**config.mk**
```make
export PLATFORM = sky130hd
export DESIGN_NAME = w_wb_queue_flat
export DESIGN_NICKNAME = d
export VERILOG_FILES = /design/src/rtl/w_wb_queue_if.sv /design/src/rtl/w_wb_queue.sv /design/src/flat_wrapper.sv
export SDC_FILE = /design/constraint.sdc
export NUM_CORES = 1
export LEC_CHECK = 0
export CORE_UTILIZATION = 45
export DETAILED_ROUTE_END_ITERATION = 8
export GPL_ROUTABILITY_DRIVEN = 0
export PLACE_DENSITY = 0.68
export SYNTH_ARGS = -nofsm -noshare
export SYNTH_HDL_FRONTEND = slang
export SYNTH_SLANG_ARGS = --single-unit
```
**constraint.sdc**
```tcl
create_clock -name clk -period 2.4 [get_ports clk]
set_clock_uncertainty 0.05 [all_clocks]
set_input_delay 0.24 -clock clk [delete_from_list [all_inputs] [get_ports clk]]
set_output_delay 0.24 -clock clk [all_outputs]
set_load 0.05 [all_outputs]
```
**src/rtl/w_wb_queue_if.sv**
```systemverilog
`default_nettype none
// ============================================================================
//  Module   : w_wb_queue_if
//  Purpose  : Bundles the signals of the write-back queue. This covers the
//             producer request channel, the register-file write port and the
//             scoreboard query ports.
//  Modports : master - producer / environment side (drives requests,
//                      stall and scoreboard queries)
//             slave  - the queue itself
//  Signals  : in_valid/in_ready/in_addr/in_data/in_pc   request channel
//             gw_stall/gw_we/gw_addr/gw_data/gw_pc      register-file port
//             chk_addr1/2, chk_busy1/2                  scoreboard queries
//             q_count                                   occupancy
//  Revision : 1.0 - initial release
// ============================================================================
interface w_wb_queue_if #(
    parameter int DEPTH = 4
);
    localparam int c_CW = $clog2(DEPTH) + 1;

    // Producer request channel
    logic            in_valid;
    logic            in_ready;
    logic [4:0]      in_addr;
    logic [31:0]     in_data;
    logic [31:0]     in_pc;

    // Register-file write port
    logic            gw_stall;
    logic            gw_we;
    logic [4:0]      gw_addr;
    logic [31:0]     gw_data;
    logic [31:0]     gw_pc;

    // Scoreboard queries
    logic [4:0]      chk_addr1;
    logic [4:0]      chk_addr2;
    logic            chk_busy1;
    logic            chk_busy2;

    // Occupancy
    logic [c_CW-1:0] q_count;

    modport master (
        output in_valid, in_addr, in_data, in_pc,
        output gw_stall, chk_addr1, chk_addr2,
        input  in_ready, gw_we, gw_addr, gw_data, gw_pc,
        input  chk_busy1, chk_busy2, q_count
    );

    modport slave (
        input  in_valid, in_addr, in_data, in_pc,
        input  gw_stall, chk_addr1, chk_addr2,
        output in_ready, gw_we, gw_addr, gw_data, gw_pc,
        output chk_busy1, chk_busy2, q_count
    );
endinterface
`default_nettype wire

```
**src/rtl/w_wb_queue.sv**
```systemverilog
`default_nettype none
// ============================================================================
//  Module   : w_wb_queue
//  Purpose  : In-order write-back queue in front of a shared register-file
//             write port. Requests {addr, data, pc} are buffered in a FIFO.
//             The head entry is written whenever the port is not stalled by
//             another writer. A small scoreboard reports whether a write to
//             a queried register is still pending.
//  Ports    : clk    - sole clock, rising edge
//             reset  - asynchronous, active-low reset
//             bus    - w_wb_queue_if.slave (request, gw port, scoreboard,
//                      q_count)
//  Params   : DEPTH  - number of entries, power of two, 2..16
//  Options  : WBQ_BYPASS_EN - when defined, a request that arrives while the
//             queue is empty and the port is free is driven straight onto gw
//             in the same cycle instead of being stored.
//  Revision : 1.0 - initial release
// ============================================================================
module w_wb_queue #(
    parameter int DEPTH = 4
) (
    input  wire logic       clk,
    input  wire logic       reset,
    w_wb_queue_if.slave     bus
);

    localparam int              c_AW    = $clog2(DEPTH);
    localparam int              c_CW    = c_AW + 1;
    localparam logic [c_CW-1:0] c_DEPTH = c_CW'(DEPTH);
    localparam logic [c_CW-1:0] c_ONE   = c_CW'(1);

    // ------------------------------------------------------------------
    // Storage
    // ------------------------------------------------------------------
    logic [4:0]      r_addr [DEPTH];
    logic [31:0]     r_data [DEPTH];
    logic [31:0]     r_pc   [DEPTH];
    logic [DEPTH-1:0] r_valid;
    logic [c_AW-1:0] r_head;
    logic [c_AW-1:0] r_tail;
    logic [c_CW-1:0] r_count;

    // ------------------------------------------------------------------
    // Handshake decode
    // ------------------------------------------------------------------
    logic w_full;
    logic w_empty;
    logic w_accept;
    logic w_bypass;
    logic w_push;
    logic w_pop;

    assign w_full   = (r_count == c_DEPTH);
    assign w_empty  = (r_count == '0);

    // in_ready depends only on stored state, so a pop in the same cycle
    // never opens a slot for a push while full.
    assign bus.in_ready = ~w_full;
    assign w_accept     = bus.in_valid & ~w_full;

`ifdef WBQ_BYPASS_EN
    // An empty queue with a free port lets the request go straight through.
    assign w_bypass = bus.in_valid & (bus.in_addr != 5'd0) & w_empty & ~bus.gw_stall;
`else
    assign w_bypass = 1'b0;
`endif

    // Writes to r0 are acknowledged but dropped: they have no architectural
    // effect and must not occupy a slot or mark the scoreboard busy.
    assign w_push = w_accept & (bus.in_addr != 5'd0) & ~w_bypass;
    assign w_pop  = ~w_empty & ~bus.gw_stall;

    // ------------------------------------------------------------------
    // Register-file write port
    // ------------------------------------------------------------------
    always_comb begin
        bus.gw_we   = 1'b0;
        bus.gw_addr = 5'd0;
        bus.gw_data = 32'd0;
        bus.gw_pc   = 32'd0;
        if (w_pop) begin
            bus.gw_we   = 1'b1;
            bus.gw_addr = r_addr[r_head];
            bus.gw_data = r_data[r_head];
            bus.gw_pc   = r_pc[r_head];
        end else if (w_bypass) begin
            bus.gw_we   = 1'b1;
            bus.gw_addr = bus.in_addr;
            bus.gw_data = bus.in_data;
            bus.gw_pc   = bus.in_pc;
        end
    end

    // ------------------------------------------------------------------
    // Pointers, occupancy and valid bits
    // ------------------------------------------------------------------
    always_ff @(posedge clk or negedge reset) begin
        if (!reset) begin
            r_head  <= '0;
            r_tail  <= '0;
            r_count <= '0;
            r_valid <= '0;
        end else begin
            if (w_push) begin
                r_tail <= r_tail + 1'b1;
            end
            if (w_pop) begin
                r_head <= r_head + 1'b1;
            end

            case ({w_push, w_pop})
                2'b10:   r_count <= r_count + c_ONE;
                2'b01:   r_count <= r_count - c_ONE;
                default: r_count <= r_count;
            endcase

            // head and tail can only coincide on a push+pop when the queue
            // is full, and pushes are blocked then, so the set and the clear
            // never hit the same bit.
            for (int i = 0; i < DEPTH; i++) begin
                if (w_pop && (r_head == c_AW'(i))) begin
                    r_valid[i] <= 1'b0;
                end
                if (w_push && (r_tail == c_AW'(i))) begin
                    r_valid[i] <= 1'b1;
                end
            end
        end
    end

    // ------------------------------------------------------------------
    // Entry payload
    // ------------------------------------------------------------------
    generate
        for (genvar g = 0; g < DEPTH; g++) begin : g_entry
            always_ff @(posedge clk or negedge reset) begin
                if (!reset) begin
                    r_addr[g] <= 5'd0;
                    r_data[g] <= 32'd0;
                    r_pc[g]   <= 32'd0;
                end else if (w_push && (r_tail == c_AW'(g))) begin
                    r_addr[g] <= bus.in_addr;
                    r_data[g] <= bus.in_data;
                    r_pc[g]   <= bus.in_pc;
                end
            end
        end
    endgenerate

    // ------------------------------------------------------------------
    // Scoreboard: any valid entry targeting the queried register.
    // r0 is never busy because it is never stored.
    // ------------------------------------------------------------------
    logic w_busy1;
    logic w_busy2;

    always_comb begin
        w_busy1 = 1'b0;
        w_busy2 = 1'b0;
        for (int i = 0; i < DEPTH; i++) begin
            if (r_valid[i] && (r_addr[i] == bus.chk_addr1)) begin
                w_busy1 = 1'b1;
            end
            if (r_valid[i] && (r_addr[i] == bus.chk_addr2)) begin
                w_busy2 = 1'b1;
            end
        end
    end

    assign bus.chk_busy1 = w_busy1 & (bus.chk_addr1 != 5'd0);
    assign bus.chk_busy2 = w_busy2 & (bus.chk_addr2 != 5'd0);
    assign bus.q_count   = r_count;

endmodule
`default_nettype wire

```
**src/flat_wrapper.sv**
```systemverilog
// flat-port wrapper written by rule: the top's interface ports become plain ports
module w_wb_queue_flat 
#(
    parameter int DEPTH = 4
)
  (clk, reset, bus_in_valid, bus_in_addr, bus_in_data, bus_in_pc, bus_gw_stall, bus_chk_addr1, bus_chk_addr2, bus_in_ready, bus_gw_we, bus_gw_addr, bus_gw_data, bus_gw_pc, bus_chk_busy1, bus_chk_busy2, bus_q_count);
  w_wb_queue_if #(.DEPTH(DEPTH)) bus_i ();
  input  wire logic clk;
  input  wire logic reset;
  input wire logic [$bits(bus_i.in_valid)-1:0] bus_in_valid;
  input wire logic [$bits(bus_i.in_addr)-1:0] bus_in_addr;
  input wire logic [$bits(bus_i.in_data)-1:0] bus_in_data;
  input wire logic [$bits(bus_i.in_pc)-1:0] bus_in_pc;
  input wire logic [$bits(bus_i.gw_stall)-1:0] bus_gw_stall;
  input wire logic [$bits(bus_i.chk_addr1)-1:0] bus_chk_addr1;
  input wire logic [$bits(bus_i.chk_addr2)-1:0] bus_chk_addr2;
  output wire logic [$bits(bus_i.in_ready)-1:0] bus_in_ready;
  output wire logic [$bits(bus_i.gw_we)-1:0] bus_gw_we;
  output wire logic [$bits(bus_i.gw_addr)-1:0] bus_gw_addr;
  output wire logic [$bits(bus_i.gw_data)-1:0] bus_gw_data;
  output wire logic [$bits(bus_i.gw_pc)-1:0] bus_gw_pc;
  output wire logic [$bits(bus_i.chk_busy1)-1:0] bus_chk_busy1;
  output wire logic [$bits(bus_i.chk_busy2)-1:0] bus_chk_busy2;
  output wire logic [$bits(bus_i.q_count)-1:0] bus_q_count;
  assign bus_i.in_valid = bus_in_valid;
  assign bus_i.in_addr = bus_in_addr;
  assign bus_i.in_data = bus_in_data;
  assign bus_i.in_pc = bus_in_pc;
  assign bus_i.gw_stall = bus_gw_stall;
  assign bus_i.chk_addr1 = bus_chk_addr1;
  assign bus_i.chk_addr2 = bus_chk_addr2;
  assign bus_in_ready = bus_i.in_ready;
  assign bus_gw_we = bus_i.gw_we;
  assign bus_gw_addr = bus_i.gw_addr;
  assign bus_gw_data = bus_i.gw_data;
  assign bus_gw_pc = bus_i.gw_pc;
  assign bus_chk_busy1 = bus_i.chk_busy1;
  assign bus_chk_busy2 = bus_i.chk_busy2;
  assign bus_q_count = bus_i.q_count;
  w_wb_queue #(.DEPTH(DEPTH)) u_core (.clk(clk), .reset(reset), .bus(bus_i));
endmodule
```
==> results.py <==
metrics = {
    "run_status": {
        "status": "finished, violations left",
        "violations": "negative setup slack",
    },
    "place": {
        "portBuffers": 158,
        "dp_hpwl_um": 20360,
        "dp_slack_ns": -0.2697,
    },
    "cells_and_area": {
        "diodes": 0,
        "drive_gt1_frac": 0.5402,
        "syn_to_final_growth_pct": 25.97,
        "final_nets": 1166,
    },
    "synth": {
        "synth-xor-area-share": 0.02646,
        "synth-seq-cells": 287,
        "synthTopCellsByCount": "dfrtp_1 (287), mux2_4 (276), and2_1 (69), mux4_2 (69), xor2_1 (34)",
        "postSynthCellCount": 877,
        "yosysSeqAreaShare": 0.4822,
        "synth_top_family_by_area": "multiplexers",
        "synth_area_leaders": "dfrtp_1 (48%), mux2_4 (28%), mux4_2 (10%), buf_12 (3.8%), and2_1 (2.9%)",
        "yosys_warnings": 0,
        "async_flop_share": 1.000,
        "synth_nets": 970,
        "yosys.area_share.simple": 0.04771,
        "yosysUniqueCellTypes": 24,
        "ys.flop_type": "dfrtp_1",
        "synth_compound_area_frac": 0.002688,
        "syn-cell-area_um2": 14900,
        "avgSynthCellArea_um2": 16.98,
        "yosys.area_share.adder": 0.008904,
        "synth_edf_count": 0,
        "synth.most_common_cell": "dfrtp_1",
        "yosys.area.top_type": "dfrtp_1",
        "synth.mux.area_fraction": 0.3825,
        "yosys.area.top_type_share": 0.4822,
    },
    "sta": {
        "min_period_over_period": 1.028,
        "setup_slack_ns": -0.06712,
        "period_needed_ns": 2.467,
        "maxSlewViolCount": 0,
        "rsz0062_at_grt": "yes",
        "setup_viol": 66,
        "tightest_slew_ns": 0.4911,
        "max_freq_ghz": 0.4053,
        "hold_viol": 0,
        "slew_headroom": 0.6716,
    },
    "route": {
        "wl_per_cell_um": 20.48,
        "via_per_inst": 5.126,
        "firstDrtPassIters": 4,
        "vias": 7873,
        "routed_wl_um": 31460,
        "ant_nets": 0,
        "drc": 0,
        "drt_iter0_markers": 280,
    },
    "worst_setup_path": {
        "r2r_slack_ns": 0.40,
        "crit_required_ns": 2.11,
        "cp.arrival_ns": 2.18,
        "critPathLaunchType": "flop",
        "crit_fanout": 7,
        "critPathKind": "flop to output port",
        "reg2reg_from": "u_core.bus.q_count[0]",
        "end_kind": "output port",
        "r2r_end": "u_core.bus.q_count[2]",
        "ff2ff_path_depth": 10,
    },
    "global_routing": {
        "grt_pass1_vias": 8590,
        "grt_usage": 0.1875,
        "grt_pass1_wl_um": 49730,
        "grt_start_max_net_pins": 93,
        "grt-ovfl-total": 0,
        "antenna_found_initial": 0,
    },
    "floorplanning": {
        "core_area_um2": 32540,
        "row_count": 66,
        "initial_utilization": 0.4578,
        "fp.dieH_um": 183.9,
        "io_pins": 159,
        "dieArea_um2": 33830,
        "die_w_um": 183.9,
    },
    "clock_network": {
        "tritoncts": "done",
        "htree_levels": 1,
        "cts-root-buf": "clkbuf_16",
        "path_clk_slew_ns": 0.06,
        "clock_latency_ns": 0.55,
        "clockBufferDepth": 3,
        "numCtsBuffers": 31,
        "cts_sinks": 287,
    },
    "pwr": {
        "finalPower_mw": 29.83,
        "p_leak_nw": 8.922,
        "irDropWorstVdd_mv": 0.8727,
        "power.density_nw_per_um2": 1590,
    },
    "job": {
        "maxCapViolCount": 0,
    },
    "min_path": {
        "hold_path_class": "input port to asynchronous set/reset pin",
    },
}
## worst max-delay path: stages, from the launching register on
cell and delay (ns):
dfrtp_4 0.43, buf_12 0.17, clkbuf_16 0.18, mux4_2 0.51
and2_4 0.18, buf_12 0.14
## per-stage QoR
stage          instances  cell area [µm²]    util  TNS [ns]  hold slack, ns
2_1_floorplan        877            14920       -         0         -0.1056
3_3_place_gp        1469            17340  0.5330    -30.52          0.1523
3_5_place_dp        1469            17340  0.5330    -36.27          0.1496
4_1_cts             1528            18520  0.5691    -5.356          0.1557
5_1_grt             1536            18760  0.5767    -6.526          0.1845
6_report            1536            18760  0.5767    -2.054          0.1549
## state kept, by name, summed over array words and instances (netlist names)
| register | cells |
|---|---|
| u_core.r_head | 2 |
| u_core.r_data | 128 |
| u_core.bus.q_count | 3 |
| u_core.r_addr | 20 |
| u_core.r_pc | 128 |
| u_core.r_valid | 4 |
| u_core.r_tail | 2 |
## worst max-delay path by stage
stage	from	to
after floorplan	u_core.bus.q_count[0]	u_core.bus.q_count[2]
after global placement	bus_in_addr[0]	u_core.bus.q_count[2]
final	u_core.r_head[0]	bus_gw_data[11]
after detailed placement	bus_in_addr[0]	u_core.bus.q_count[2]
after global routing	u_core.r_head[0]	bus_gw_data[22]
after CTS	u_core.r_head[0]	bus_gw_data[15]
## placed cells by master, fill, tap and decap left out, types with 2 or more instances in the layout
master           count
o21ai_0              3
buf_6               23
bufinv_16            2
xor2_1              34
inv_1                8
or4_1                3
nand2_1             15
o21a_1               2
buf_8                2
nand4_1              2
clkinv_2             5
ha_1                 9
buf_4               49
mux4_2              69
buf_12              60
clkbuf_16           34
nor4_1               7
nand2_8              4
buf_16               3
clkbuf_1             8
xnor2_1             11
nand3_1              8
clkdlybuf4s50_1     85
dfrtp_4              2
dfrtp_1            277
clkbuf_8             7
dfrtp_2              8
mux2_4             276
and2_4              43
and2_1              26
## timing repair
| item | in CTS | in global routing |
|---|---|---|
| hold buffers | 1 | 0 |
| gates cloned | 1 | 3 |
| gates resized for setup | 32 | 52 |
| buffers inserted | 3 | 5 |
| endpoints found under the hold margin | 123 | 0 |
| pin swaps | 0 | 12 |
| endpoints found under the setup margin | 68 | 71 |
## report_power, final
group          switching [mW]  internal, mW
combinational            6.63          9.51
sequential               1.64          7.38
clock                    1.89          2.78
total                    10.2          19.7
## area by class of cell
cell class,instances,area (µm²)
sequential,287,7199
inverter,8,30.03
timing repair buffer,226,2877
multi-input combinational,519,7109
fill,2534,13770
clock inverter,8,93.84
clock buffer,46,902.1
tap,442,553.0
## per-layer routing
| layer | track usage | share of wire | up-vias |
|---|---|---|---|
| met1 | 0.2672 | 0.47 | 4134 |
| met4 | 0.04567 | 0.020 | 0 |
| met3 | 0.02932 | 0.037 | 38 |
| met2 | 0.3000 | 0.47 | 156 |
| li1 | - | - | 3545 |
| met5 | 0 | 0 | - |
## cells by family (layout without fill, tap and decap cells)
kind of cell,after synthesis,in the layout
multiplexers,345,345
flip-flops,287,287
AND/OR/NAND/NOR,113,113
buffers and inverters,71,288
XOR/XNOR,45,45
adder cells (fa/ha/maj),10,10
AO/OA/AOI/OAI,6,6
Power figures use the tool's default switching activity.
